**src/rtl/seg7_scan_reader.sv**
```systemverilog
// Monitors a multiplexed active-low 7-segment bus and rebuilds the stable BCD code per digit.
// Optional: define SEG7_READER_SYNC_EN to add two-flop synchronizers on seg/an.
module seg7_scan_reader #(
    parameter int DIGITS     = 4,
    parameter int STABLE_CNT = 4
) (
    input  logic                  clk,
    input  logic                  reset,
    input  logic [0:6]            seg,
    input  logic [DIGITS-1:0]     an,
    output logic [4*DIGITS-1:0]   digits,
    output logic [DIGITS-1:0]     digit_valid,
    output logic                  update,
    output logic                  illegal
);

    localparam int         SEL_W  = (DIGITS > 1) ? $clog2(DIGITS) : 1;
    localparam logic [3:0] STABLE = 4'(STABLE_CNT);

    logic [0:6]        seg_q;
    logic [DIGITS-1:0] an_q;

`ifdef SEG7_READER_SYNC_EN
    logic [0:6]        seg_s1, seg_s2;
    logic [DIGITS-1:0] an_s1, an_s2;

    // Reset values represent a blank, unqualified bus at every stage.
    always_ff @(posedge clk) begin
        if (reset) begin
            seg_s1 <= '1;
            seg_s2 <= '1;
            seg_q  <= '1;
            an_s1  <= '1;
            an_s2  <= '1;
            an_q   <= '1;
        end else begin
            seg_s1 <= seg;
            seg_s2 <= seg_s1;
            seg_q  <= seg_s2;
            an_s1  <= an;
            an_s2  <= an_s1;
            an_q   <= an_s2;
        end
    end
`else
    always_ff @(posedge clk) begin
        if (reset) begin
            seg_q <= '1;
            an_q  <= '1;
        end else begin
            seg_q <= seg;
            an_q  <= an;
        end
    end
`endif

    logic [3:0] code;
    logic       legal;

    always_comb begin
        legal = 1'b1;
        code  = 4'd0;
        case (seg_q)
            7'b0000001: code = 4'd0;
            7'b1001111: code = 4'd1;
            7'b0010010: code = 4'd2;
            7'b0000110: code = 4'd3;
            7'b1001100: code = 4'd4;
            7'b0100100: code = 4'd5;
            7'b0100000: code = 4'd6;
            7'b0001111: code = 4'd7;
            7'b0000000: code = 4'd8;
            7'b0000100: code = 4'd9;
            7'b1111110: code = 4'hF;
            default:    legal = 1'b0;
        endcase
    end

    logic             qualified;
    logic [SEL_W-1:0] sel;

    // A sample counts only when exactly one anode is driven low.
    always_comb begin
        qualified = $onehot(~an_q);
        sel       = '0;
        for (int i = 0; i < DIGITS; i++) begin
            if (!an_q[i]) sel = SEL_W'(i);
        end
    end

    logic [3:0] cand [DIGITS];
    logic [3:0] cnt  [DIGITS];
    logic [3:0] cur_cand, cur_cnt, cur_digit, next_cand, next_cnt;
    logic       accept;

    always_comb begin
        cur_cand  = cand[sel];
        cur_cnt   = cnt[sel];
        cur_digit = digits[4*int'(sel) +: 4];
        next_cand = cur_cand;
        next_cnt  = cur_cnt;
        if (!legal) begin
            next_cnt = 4'd0;
        end else if (code != cur_cand || cur_cnt == 4'd0) begin
            next_cand = code;
            next_cnt  = 4'd1;
        end else if (cur_cnt < STABLE) begin
            next_cnt = 4'(cur_cnt + 4'd1);
        end
        // Re-confirming the value already on display must not re-announce it.
        accept = legal && (next_cnt == STABLE) && (!digit_valid[sel] || cur_digit != code);
    end

    always_ff @(posedge clk) begin
        if (reset) begin
            digits      <= '0;
            digit_valid <= '0;
            update      <= 1'b0;
            illegal     <= 1'b0;
            for (int i = 0; i < DIGITS; i++) begin
                cand[i] <= 4'd0;
                cnt[i]  <= 4'd0;
            end
        end else begin
            update  <= 1'b0;
            illegal <= 1'b0;
            if (qualified) begin
                cand[sel] <= next_cand;
                cnt[sel]  <= next_cnt;
                if (!legal) illegal <= 1'b1;
                if (accept) begin
                    digits[4*int'(sel) +: 4] <= code;
                    digit_valid[sel]         <= 1'b1;
                    update                   <= 1'b1;
                end
            end
        end
    end

endmodule
```
**config.mk**
```make
export PLATFORM = sky130hd
export DESIGN_NAME = seg7_scan_reader
export DESIGN_NICKNAME = d
export VERILOG_FILES = /design/src/rtl/seg7_scan_reader.sv
export SDC_FILE = /design/constraint.sdc
export NUM_CORES = 1
export LEC_CHECK = 0
export BUFFER_PORTS_ARGS = -buffer_cell sky130_fd_sc_hd__buf_2
export CORE_AREA = 5 5 83 116
export CTS_CLUSTER_SIZE = 30
export DETAILED_ROUTE_END_ITERATION = 7
export DIE_AREA = 0 0 88 121
export MAX_ROUTING_LAYER = met4
export PLACE_DENSITY = 0.66
export SLEW_MARGIN = 15
export SYNTH_ARGS = -nofsm -noshare
export SYNTH_HDL_FRONTEND = slang
export SYNTH_SLANG_ARGS = --single-unit
```
**constraint.sdc**
```tcl
create_clock -name clk -period 4 [get_ports clk]
set_clock_uncertainty 0.1 [all_clocks]
set_input_delay 0.2 -clock clk [delete_from_list [all_inputs] [get_ports clk]]
set_output_delay 0.2 -clock clk [all_outputs]
set_load 0.03 [all_outputs]
```
* Yosys cells after proc, flatten, opt, wreduce, memory -nomap -nowiden *
Memory sizes are Yosys's and may differ from the RTL's.
Index checks and enable logic that the tools add are counted.

storage, ports and cells
  bits in registers = 33
  bits in writable memories = 32
  bits of input ports = 13
  output and inout bits = 22
  logic and storage cells = 77
  memories = 2

memories
  memory  words  bits a word  rd ports  clocked after Yosys merged registers in  write ports  RTL line  text
  cand    4      4            1         0                                        4            91        logic [3:0] cand [DIGITS];
  cnt     4      4            1         0                                        4            92        logic [3:0] cnt [DIGITS];

cells by class
  add/sub/neg operators = 5
  $lt $le $gt $ge = 3
  eq/ne operators = 14
  shift-type cells = 3
  mux-type cells = 28
  bitwise logic cells = 3
  reductions and logical operators = 13

operator list
  kind                                                                           count
  4-bit one-hot mux with 10 select lines                                         1
  4-bit negator with 33-bit output                                               1
  4-bit by 33-bit variable shift with 16-bit output (first input constant)       1
  4-bit by 33-bit variable part select with 16-bit output                        1
  4-bit two-way mux                                                              7
  7-bit equality test (second input constant)                                    3
  16-bit bitwise mux                                                             1
  16-bit by 5-bit variable part select with 4-bit output                         1
  7-bit by 3-bit equality test with 1-bit output (second input constant)         2
  7-bit by 6-bit equality test with 1-bit output (second input constant)         2
  1-bit two-way mux                                                              13
  11-bit OR reduction                                                            1
  2-bit two-way mux                                                              4
  4-bit != test                                                                  2
  4-bit OR reduction                                                             2
  7-bit by 1-bit equality test with 1-bit output (second input constant)         1
  7-bit by 4-bit equality test with 1-bit output (second input constant)         1
  7-bit by 5-bit equality test with 1-bit output (second input constant)         1
  7-bit logical NOT                                                              1
  1-bit by 1-bit adder with 2-bit output                                         2
  4-bit by 1-bit adder with 4-bit output (second input constant)                 1
  4-bit by 3-bit equality test with 1-bit output (second input constant)         1
  4-bit logical NOT                                                              1
  4-bit by 3-bit less-than comparator with 1-bit output (second input constant)  1
  14 further kinds                                                               17

* Depth between registers and ports, before layout *
Gate-level depths: netlist of run 1.
An unclocked memory read counts as a cell.

  word-level depth = 12
  depth in mapped cells = 14
  mapped depth without buffers = 11

* Worst setup path before layout of run 1 *
No wires, ideal clock.

  kind = flip-flop to flip-flop
  start point = reg an_q[3]
  end point = reg digits[12]
  library setup time = 0.121 ns
  data arrival time = 2.712 ns
  data required time = 3.779 ns
  setup slack = 1.066 ns
  cell stages (with the launch flop) = 14
  buffers on the path = 3
  period minus slack after synthesis = 2.934 ns
  path through = dfxtp_1 -> buf_2 -> clkbuf_1 -> o22ai_1 -> a21oi_1 -> inv_1 -> ha_1 -> nand3b_1 -> o22ai_2 -> nand2_1 -> nor3_1 -> and3_4 -> buf_6 -> mux2_4

on the way
  longest elaborated chain between the ends = 10
  elaborated cells on any way between the ends = 29
  classes of those cells = add/sub: 4; order compare: 1; eq/ne: 4; shift: 3; mux: 7; bitwise: 1; reduce/logical: 7; memory: 2

RTL lines
  element                                                               RTL line  text
  start, declared                                                       21        logic [DIGITS-1:0] an_q;
  start signal, assigned                                                52        an_q <= an;
  2-bit two-way mux                                                     87        if (!an_q[i]) sel = SEL_W'(i);
  memory 4 x 4 bit (on tied branches)                                   n/a
  4-bit by 1-bit adder with 4-bit output, or another cell as far along  108       next_cnt = 4'(cur_cnt + 4'd1);
  4-bit two-way mux or 1-bit logical OR (tied branches)                 107, 104
  4-bit two-way mux                                                     104       end else if (code != cur_cand || cur_cnt == 4'd0) begin
  4-bit two-way mux                                                     102       if (!legal) begin
  4-bit by 3-bit equality test with 1-bit output                        111       accept = legal && (next_cnt == STABLE) && (!digit_valid[sel] || cur_digit != code);
  1-bit logical AND (2 in a row)                                        111
  2-bit AND reduction (no line)                                         n/a
  end signal, assigned by index                                         132       digits[4*int'(sel) +: 4] <= code;
  end, declared                                                         11        output logic [4*DIGITS-1:0] digits,

Several ways; a longest one is shown, not always the timed one. The select of a mux whose other input is x is not followed.
A chain may end at the register's enable or synchronous reset.

* Worst setup path after layout of run 1 *
  start point = reg an_q[2]
  end point = reg digits[12]

on the way
  longest elaborated chain between the ends = 11
  elaborated cells on any way between the ends = 30
  classes of those cells = add/sub: 4; order compare: 1; eq/ne: 4; shift: 3; mux: 8; bitwise: 1; reduce/logical: 7; memory: 2

RTL lines
  element                                                               RTL line
  2-bit two-way mux (2 in a row)                                        87
  memory 4 x 4 bit (on tied branches)                                   n/a
  4-bit by 1-bit adder with 4-bit output, or another cell as far along  108
  4-bit two-way mux or 1-bit logical OR (tied branches)                 107, 104
  4-bit two-way mux                                                     104
  4-bit two-way mux                                                     102
  4-bit by 3-bit equality test with 1-bit output                        111
  1-bit logical AND (2 in a row)                                        111
  2-bit AND reduction (no line)                                         n/a

Several ways; a longest one is shown, not always the timed one. The select of a mux whose other input is x is not followed.

==> run summary, run 1 <==
The flow ran to the end, and the final reports show no timing, DRC or antenna violations. Setup repair after global routing left no endpoint under its margin. The placed wire-length estimate is 5700 um. The count of clock tree sinks is 65. The design draws 1660 uW. The largest net degree at the start of global routing is 43. The floorplan has 40 rows. The sequential area share after synthesis came out at 49.2%. The total of warnings raised by yosys is 0. In the routed layout, each cell is associated on average with a via count of 5.22. The largest individual stage delay along the critical path comes from the cell sky130_fd_sc_hd__dfxtp_1. The overall via count from detail_route came out at 2513.

The kind of cell adding the most delay to the critical path is simple AND/OR/NAND/NOR gates. The clock insertion delay at the later pin of the skew report is 0.33 ns. A synthesized cell averages 10.1 um2. Once the floorplan was initialized, standard cells occupied 38.9% of the core.

The count of final max-slew check failures is 0. The final count of hold timing violations is 0. Synthesis produced a netlist with a net count of 344.

The die outline width is 88 um. The vertical die dimension is 121 um. The total track usage is 16.2%.

The count of port buffers added during placement came out at 34. For this run, the share of the core covered by cells in the final layout is 46.6%. The count of nets left with antenna violations once routing finished came out at 0. The worst setup path is launched from a flip-flop. The overall overflow remaining after global route is 0. By area the synthesized netlist is led by sky130_fd_sc_hd__edfxtp_1 29%, sky130_fd_sc_hd__dfxtp_1 20%, sky130_fd_sc_hd__mux2i_1 5.2%. The worst endpoint required time is 4.12 ns. The share of the clock period used by the worst path is 81.9%. The initial antenna violation count is 0. The fraction of post-synthesis cell area in the top cell type by area came out at 29.2%. Synthesis produced a netlist whose cell count is 326. The worst slack after detailed placement is 0.732 ns. The via count of the first global-routing pass came out at 2649. Dividing total power by cell area gives a power density of 421 nW/um2. The final estimated routing congestion in global placement is 0.877.

In this run the worst path has a maximum fanout of 24. The repair_antennas step left the layout with diodes totalling 0. The worst setup margin came out at 0.725 ns. TritonCTS built the clock tree. The average wire per cell in the routed design is 16.0 um. Adding up every negative setup slack in the final design gives 0 ns.

The number of nets in the finished design is 389. The most used flip-flop cell after synthesis is sky130_fd_sc_hd__dfxtp_1. The die area came out at 10600 um2. CTS built an H-tree with a depth of 3. The number of enable flip-flop cells after synthesis came out at 32.

The number of distinct library cell variants in the gate-level netlist after synthesis came out at 56. Cells with a size suffix above 1 make up 21.8% of the layout. Counting flops and latches in the post-synthesis netlist gives 65. The transition time of the tightest slew-check pin is 0.715 ns. The worst pin sits at a relative slew slack of 52.3%. The largest stage delay on the critical path is 0.78 ns.

The worst IR drop on VDD is 0.211 mV. The cell area after technology mapping came out at 3290 um2. The worst setup path is captured at a flip-flop. The first global-routing pass estimated 12700 um of wire.

The final layout contains routed wiring with a total length of 7690 um. The max-cap violation count came out at 0. The area of the core region is 8460 um2. The total CTS buffers is 9. Clock-pin slew was measured on the worst setup and hold paths at 0.05 ns. The count of buffer and inverter cells on the critical path came out at 1.

Relative to the synthesized area, the layout overhead comes to 19.6%. The worst path needs 3.27 ns of the cycle, external delays included. The proportion of synthesized flip-flops having asynchronous set or reset is 0%. The final routed DRC violation total came out at 0. CTS placed an instance of sky130_fd_sc_hd__clkbuf_16 at the clock tree root.

In this run the worst hold path is classified as primary input to flip-flop. The critical path is of the flip-flop to flip-flop type. The highest clock rate came out at 0.305 GHz. The maximum root-to-sink buffer count came out at 2. The post-CTS setup buffer count came out at 0.

The static leakage is 0.00161 uW. The critical path goes through o21ai_0, a21oi_1, inv_1, ha_1, nand3b_1, o22ai_2, nand2_1, nor3_1, and3_4, mux2_4. The count of boundary I/O pins came out at 35.

The cell accounting for the most synthesized area is sky130_fd_sc_hd__edfxtp_1. In the layout the commonest cells are 43 x sky130_fd_sc_hd__nor2_1, 34 x sky130_fd_sc_hd__buf_2, 33 x sky130_fd_sc_hd__dfxtp_1. The iteration-0 DRC count of the detailed router came out at 138. The number of search-and-repair iterations in the first detailed-routing pass is 4. The setup violation total in the final timing report came out at 0.

The commonest non-fill, non-tap cell in the layout is sky130_fd_sc_hd__nor2_1. Data on the critical path arrives at its endpoint at 3.39 ns.
[per-layer routing]
| metal | routed length [um] | vias up | global-route usage [%] |
|---|---|---|---|
| li1 | - | 1249 | - |
| met1 | 3020 | 1196 | 15.7 |
| met2 | 4180 | 49 | 29.1 |
| met3 | 245 | 19 | 3.94 |
| met4 | 252 | 0 | 8.64 |
| met5 | 0 | - | - |
[what timing repair did]
| action | in CTS | in global routing |
|---|---|---|
| hold buffers | 11 | 0 |
| endpoints found under the setup margin | 0 | 0 |
| gates resized for setup | 0 | 0 |
| hold endpoints to repair | 11 | 0 |
[worst paths after layout]
| path | startpoint | endpoint | slack, ns | depth (start not counted) |
|---|---|---|---|---|
| worst max-delay path | an_q[2]$_SDFF_PP1_ | digits[12]$_SDFFE_PP0P_ | 0.73 | 10 |
| worst min-delay path | reset | digit_valid[3]$_SDFFE_PP0P_ | 0.28 | 2 |
| worst min register to register | digit_valid[0]$_SDFFE_PP0P_ | digit_valid[0]$_SDFFE_PP0P_ | 0.37 | 2 |
| worst max register to register | an_q[2]$_SDFF_PP1_ | digits[12]$_SDFFE_PP0P_ | 0.73 | 10 |
[cell usage after synthesis (all sizes together) (4+ instances only)]
| cell | instances |
|---|---|
| nand3 | 7 |
| nor3 | 7 |
| nand4 | 4 |
| dfxtp | 33 |
| o22ai | 6 |
| nand2 | 19 |
| xnor2 | 4 |
| nand3b | 9 |
| ha | 4 |
| buf | 10 |
| nand2b | 25 |
| nor2 | 43 |
| xor2 | 4 |
| a21oi | 16 |
| clkbuf | 6 |
| inv | 12 |
| or2 | 15 |
| and3 | 6 |
| o21ai | 7 |
| mux2i | 18 |
| edfxtp | 32 |
[worst register-to-register path: cells and delay by family, from the launching register on]
kind | cells | cell delay [ns]
AO/OA/AOI/OAI | 3 | 0.79
adder cells (fa/ha/maj) | 1 | 0.30
buffers and inverters | 1 | 0.10
flip-flops | 1 | 0.78
multiplexers | 1 | 0.30
AND/OR/NAND/NOR | 4 | 0.79
[state kept, by name (all words and copies together) (netlist names)]
register and count:
an_q 4, cand 16, cnt 16, digit_valid 4
digits 16, illegal 1, seg_q 7, update 1
[logic make-up after synthesis]
| logic type | Yosys count | share of synthesized area [%] |
|---|---|---|
| simple gates | 148 | 24.6 |
| buf+inv | 28 | 4.10 |
| fa+ha+maj | 5 | 2.13 |
| compound gates | 51 | 11.0 |
| flops | 65 | 49.2 |
| mux | 21 | 6.84 |
| xor+xnor | 8 | 2.13 |
[power breakdown]
part           total (uW)  switching, uW  internal, uW
registers             747           19.3           728
logic                 172            102          69.9
clock network         738            264           473
total                1660            386          1270
[layout make-up]
cell class / instances / area, um2
fill: 805 / 4520
multi-input combinational: 233 / 1540
clock inverter: 7 / 61.3
inverter: 12 / 45.0
sequential: 65 / 1620
timing repair buffer: 50 / 318
clock buffer: 9 / 225
tap: 105 / 131
[stage by stage]
step | std cells | hold WS [ns] | cell area [um2]
6_report | 481 | 0.277 | 3940
3_3_place_gp | 454 | 0.282 | 3540
4_1_cts | 481 | 0.274 | 3940
3_5_place_dp | 454 | 0.287 | 3540
5_1_grt | 481 | 0.327 | 3940
2_1_floorplan | 326 | 0.204 | 3290
No activity file was read; power rests on OpenSTA's default activity.
==> run 2: changes to the inputs <==
Settings changed: PLACE_DENSITY 0.66 to 0.68.
Clock period 4 ns to 2.8 ns, I/O delays scaled along.
==> run summary, run 2 (same netlist as run 1, synthesis figures left out) <==
The flow ran to the end, and the final reports show no timing, DRC or antenna violations. The initial antenna violation count came out at 0. The wire-length estimate of the detail-placed layout is 6150 um. The count of clock tree sinks came out at 65.

Setup slack on the worst reg-to-reg path comes out at 0.13 ns. The worst hold path begins at reset. The max-cap violation count is 0.

The via count of the first global-routing pass is 2803. The worst register-to-register path begins at seg_q[5]$_SDFF_PP1_. The vertical die dimension is 121 um. The count of final max-slew check failures is 0.

In the layout the commonest cells are 42 x sky130_fd_sc_hd__nor2_1, 41 x sky130_fd_sc_hd__buf_4, 34 x sky130_fd_sc_hd__buf_2. The level count of the clock H-tree came out at 3. The worst setup path is launched from a flip-flop.

The count of boundary I/O pins came out at 35. The first-pass GRT wire length came out at 13500 um. The maximum root-to-sink buffer count came out at 2. The largest registers in the layout are cand: 16 flops, cnt: 16 flops, digits: 16 flops.

For this configuration, the core starts out at a cell density of 38.9%. The static leakage came out at 0.00179 uW. TritonCTS built the clock tree. For this run the aggregate overflow at the end of global routing stands at 0. Entering global routing, the biggest net connects 43 pins. After detailed routing, the total wire length is 8260 um. The worst endpoint required time is 2.78 ns.

The count of nets left with antenna violations once routing finished came out at 0. The overall via count from detail_route came out at 2707. The die covers 10600 um2.

The final estimated routing congestion in global placement came out at 0.873. STA classifies the critical path endpoint as a flip-flop. The worst-case IR drop observed on VDD is 0.384 mV. The path depth of the worst reg2reg path came out at 9. Setup violations remaining at the end of the flow were counted as 0. The number of nets in the finished design is 425. The endpoint arrival time on the critical path is 2.65 ns. In the routed layout, each cell is associated on average with a via count of 5.24.

The average wire per cell in the routed design came out at 16.0 um. The power per cell area came out at 551 nW/um2. The min-delay analysis places its worst path in the category primary input to flip-flop. After routing the design area is 4220 um2. In the finished design, the share of the clock period the worst path needs comes to 95.4%. The transition time of the tightest slew-check pin is 0.615 ns. The total track usage came out at 17.3%. The final count of hold timing violations is 0.

The die outline width came out at 88 um. The initialized floorplan defines 40 standard-cell rows. The total placed cells including tap cells came out at 488. The buffer cell driving the clock tree root is sky130_fd_sc_hd__clkbuf_16. The number of search-and-repair iterations in the first detailed-routing pass came out at 5.

The clock input transition at the sequential cells of the worst setup and hold paths is 0.05 ns. The worst-case hold path end point is digit_valid[3]$_SDFFE_PP0P_. The critical register-to-register path endpoint is cand[1][3]$_SDFFCE_PN0P_. Setup repair after global routing could not meet its margin everywhere. The fraction of layout instances using a drive strength above 1 came out at 31.3%. After layout, the minimum clock period comes to 2.67 ns.

The final routed DRC violation total is 0. The count of port buffers added during placement came out at 34. The highest clock rate came out at 0.374 GHz. The total CTS buffers is 9. The critical path class is flip-flop to flip-flop. The hold path depth is 2. The area of the core region came out at 8460 um2.

In this run the worst path has a maximum fanout of 6. Leaving out fill and tap cells, the most frequent cell in the layout is sky130_fd_sc_hd__nor2_1. The iteration-0 DRC count of the detailed router is 155. The growth of design area from synthesis to finish is 28.2%. Measured against its own limit, the worst slew margin works out to 59.0%. The antenna cell count is 0. The final non-filler cell total is 517. The clock insertion delay at the later pin of the skew report came out at 0.33 ns. The total cell area at the placement stage came out at 3800 um2.
==> run 2: cell count changes in the layout (fill, tap and decap cells not counted), sizes merged <==
cell and change:
bufinv -1, clkbuf +2, buf +36, clkinv +1, clkinvlp -2
==> run 2: per-stage QoR <==
stage	setup TNS [ns]	util (%)	setup WS [ns]	hold slack [ns]	power (uW)
floorplan	0	-	0.00362	0.144	1260
global placement	-1.43	45.0	-0.203	0.224	1360
detailed placement	-3.30	45.0	-0.216	0.225	1360
CTS	0	49.5	0.00233	0.205	2340
global route	-1.33	49.9	-0.0821	0.279	2420
finish	0	49.9	0.128	0.219	2330
==> run 2: what timing repair did <==
item	CTS	global route
resized for setup	3	11
cloned	0	0
hold endpoints to repair	11	0
pin swaps	1	1
setup buffers	2	0
hold buffers	11	0
setup endpoints to repair	54	55
==> run 2: report_power, final <==
| group | leakage [uW] | internal, uW | total [uW] | switching (uW) |
|---|---|---|---|---|
| clock network | 0.000128 | 586 | 960 | 373 |
| registers | 0.000600 | 1040 | 1060 | 23.5 |
| logic | 0.00106 | 137 | 304 | 167 |
==> run 2: how the worst max path moves through the flow <==
stage | from | end | slack (ns) | cells past startpoint
floorplan | an_q[2]$_SDFF_PP1_ | digits[12]$_SDFFE_PP0P_ | 0.004 | 13
global placement | an_q[1]$_SDFF_PP1_ | cand[1][3]$_SDFFCE_PN0P_ | -0.20 | 7
detailed placement | an_q[1]$_SDFF_PP1_ | cand[2][3]$_SDFFCE_PN0P_ | -0.22 | 7
CTS | seg_q[5]$_SDFF_PP1_ | cand[1][3]$_SDFFCE_PN0P_ | 0.002 | 9
global route | an_q[1]$_SDFF_PP1_ | digits[11]$_SDFFE_PP0P_ | -0.08 | 10
finish | seg_q[5]$_SDFF_PP1_ | cand[1][3]$_SDFFCE_PN0P_ | 0.13 | 9
==> run 2: metal layers <==
metal	GRT usage [%]	up-vias	routed length, um	part of all wire (%)
li1	-	1324	-	-
met1	17.2	1297	3130	38
met2	30.8	65	4540	55
met3	3.94	21	326	3.9
met4	8.73	0	261	3.2
met5	-	-	0	0
==> run 2: critical path: stages, from the launching register on <==
cell	delay, ns
sky130_fd_sc_hd__dfxtp_1	0.35
sky130_fd_sc_hd__or4_1	0.58
sky130_fd_sc_hd__mux2i_4	0.21
sky130_fd_sc_hd__a211oi_2	0.15
sky130_fd_sc_hd__xnor2_1	0.17
sky130_fd_sc_hd__nor2_1	0.09
sky130_fd_sc_hd__buf_4	0.14
sky130_fd_sc_hd__a21boi_1	0.19
sky130_fd_sc_hd__mux2i_2	0.36
sky130_fd_sc_hd__nor2_1	0.08
==> run 2: layout make-up <==
class                   instances  area [um2]
multi-input cells             233        1570
clock inverters                 5        22.5
fillers                       770        4240
repair buffers                 86         588
flip-flops and latches         65        1630
well taps                     105         131
clock buffers                  11         233
inverters                      12        45.0
==> run 3: changes to the inputs <==
Settings changed: CTS_BUF_LIST set to sky130_fd_sc_hd__clkbuf_4, MAX_ROUTING_LAYER met4 to not set.
==> run summary, run 3 (same netlist as run 1, synthesis figures left out) <==
The flow ran to the end, and the final reports show no timing, DRC or antenna violations. The iteration-0 DRC count of the detailed router is 116. The overall overflow remaining after global route came out at 0. The first detailed-routing pass took 4 iterations. The first-pass GRT wire length came out at 13100 um. The count of boundary I/O pins is 35. The highest clock rate came out at 0.376 GHz. The via count of the first global-routing pass is 2747. The vertical die dimension came out at 121 um. The initial antenna violation count is 0. The count of port buffers added during placement came out at 34.

The peak fanout along the critical path is 10. The count of clock tree sinks came out at 65. The count of buffer and inverter cells on the critical path is 3. The area of the core region came out at 8460 um2. The final count of hold timing violations came out at 0.

The growth of design area from synthesis to finish is 23.6%. The largest net degree at the start of global routing is 43. The static leakage is 0.00172 uW. The final standard cell utilization of the core came out at 48.1%. In the routed design, unresolved DRC markers number 0.

From left edge to right edge, the die measures 88 um. Counting the fill cells in the layout gives 800. Leaving out fill and tap cells, the most frequent cell in the layout is sky130_fd_sc_hd__nor2_1.

STA classifies the critical path endpoint as a flip-flop. The average wire per cell in the routed design is 15.5 um. The overall via count from detail_route came out at 2679. The total track usage is 16.4%. The total CTS buffers is 9.

The remaining number of nets flagged by the antenna check after routing is 0. The initial standard-cell utilization of the core is 38.9%. The number of nets in the finished design came out at 425. For the pin with the worst max-slew slack, the measured transition is 0.600 ns. The kind of cell adding the most delay to the critical path is simple AND/OR/NAND/NOR gates.

The fraction of layout instances using a drive strength above 1 is 31.8%. The cell type with the highest occurrence count on the critical path is sky130_fd_sc_hd__buf_4. TritonCTS built the clock tree. The count of final max-slew check failures is 0.

VDD sags by at most 0.238 mV. The minimum clock period came out at 2.66 ns. The antenna cell count came out at 0. The share of the clock period used by the worst path came out at 94.9%. The root buffer cell chosen for the clock tree is sky130_fd_sc_hd__clkbuf_4.

The setup violation total in the final timing report is 0. The signal on the critical path passes through buf_4, and2_1, a222oi_1, buf_4, buf_4, a211o_1, o22ai_2, nand2_1, nor3_2, and3_4, mux2_4. The worst endpoint required time came out at 3.01 ns. The overall power consumption came out at 1870 uW. The slowest stage of the critical path belongs to the cell sky130_fd_sc_hd__dfxtp_2.

The largest stage delay on the critical path is 0.43 ns. The worst slew margin relative to its limit is 60.0%. The tightest min-delay check is of the primary input to flip-flop type. The max-cap violation count is 0. In the final layout, the registers with the most flip-flops are cand: 16 flops, cnt: 16 flops, digits: 16 flops. The clock insertion delay at the later pin of the skew report is 0.42 ns. Leaving out fill and tap cells, the most frequent cells in the layout are 42 x sky130_fd_sc_hd__nor2_1, 41 x sky130_fd_sc_hd__buf_4, 34 x sky130_fd_sc_hd__buf_2. STA classifies the critical path startpoint as a flip-flop. The floorplan step defined a die boundary enclosing 10600 um2. The number of core rows came out at 40.

For flop-to-flop paths, the worst setup slack is 0.14 ns. The number of vias per cell is 5.18. The clock input transition at the sequential cells of the worst setup and hold paths came out at 0.09 ns. The power per cell area came out at 459 nW/um2. For the worst setup path, the data arrival time is 2.87 ns.

The wire-length estimate of the detail-placed layout is 6150 um. The worst setup path is of the flip-flop to flip-flop kind. The sum of routed wire length over all layers is 7990 um.

Setup repair after global routing could not meet its margin everywhere. The level count of the clock H-tree came out at 3. The maximum root-to-sink buffer count is 2. Routability-driven placement finished with a final weighted congestion of 0.859.
-- run 3: changes by cell type in the layout (fill, tap and decap cells not counted) --
| cell | delta |
|---|---|
| sky130_fd_sc_hd__clkbuf_1 | -2 |
| sky130_fd_sc_hd__clkbuf_4 | +11 |
| sky130_fd_sc_hd__clkbuf_16 | -9 |
-- run 3: final cells by class --
| class | instances | area [um2] | share of cell area [%] |
|---|---|---|---|
| Clock buffer | 11 | 82.6 | 2.03 |
| Inverter | 12 | 45.0 | 1.11 |
| Multi-Input combinational cell | 233 | 1570 | 38.6 |
| Tap cell | 105 | 131 | 3.23 |
| Sequential cell | 65 | 1630 | 40.0 |
| Clock inverter | 5 | 22.5 | 0.553 |
| Timing Repair Buffer | 86 | 588 | 14.4 |
-- run 3: final timing paths --
kind	depth (start not counted)	to	start
setup / recovery	11	digits[12]$_SDFFE_PP0P_	an_q[2]$_SDFF_PP1_
hold / removal	2	digit_valid[3]$_SDFFE_PP0P_	reset
setup reg to reg	11	digits[12]$_SDFFE_PP0P_	an_q[2]$_SDFF_PP1_
hold reg to reg	2	digit_valid[2]$_SDFFE_PP0P_	digit_valid[2]$_SDFFE_PP0P_
-- run 3: per-layer routing --
metal	share of wire, %	track usage, %	vias up
li1	-	-	1322
met1	38	16.6	1283
met2	55	29.6	59
met3	3.9	3.53	15
met4	2.7	9.98	0
met5	0	0	-
-- run 3: per-stage QoR --
stage               std cells  setup WS [ns]  instance area (um2)  hold WS (ns)  setup TNS [ns]
finish                    517          0.142                 4070         0.127               0
global route              517        -0.0227                 4070         0.155          -0.101
CTS                       517        0.00891                 4040        0.0883               0
detailed placement        488         -0.216                 3800         0.225           -3.30
global placement          488         -0.203                 3800         0.224           -1.43
floorplan                 326        0.00362                 3300         0.144               0
-- run 3: what timing repair did --
item,4_1_cts,5_1_grt
pin swaps,1,1
buffers inserted,2,0
gates cloned,0,0
resized for setup,2,12
endpoints found under the hold margin,11,0
hold buffers,11,0
endpoints found under the setup margin,50,55
-- run 3: report_power, final --
part / leakage [uW] / internal, uW / switching, uW
sequential: 0.000600 / 1040 / 23.4
clock: 0.0000655 / 192 / 313
combinational: 0.00106 / 137 / 165
total: 0.00172 / 1370 / 502
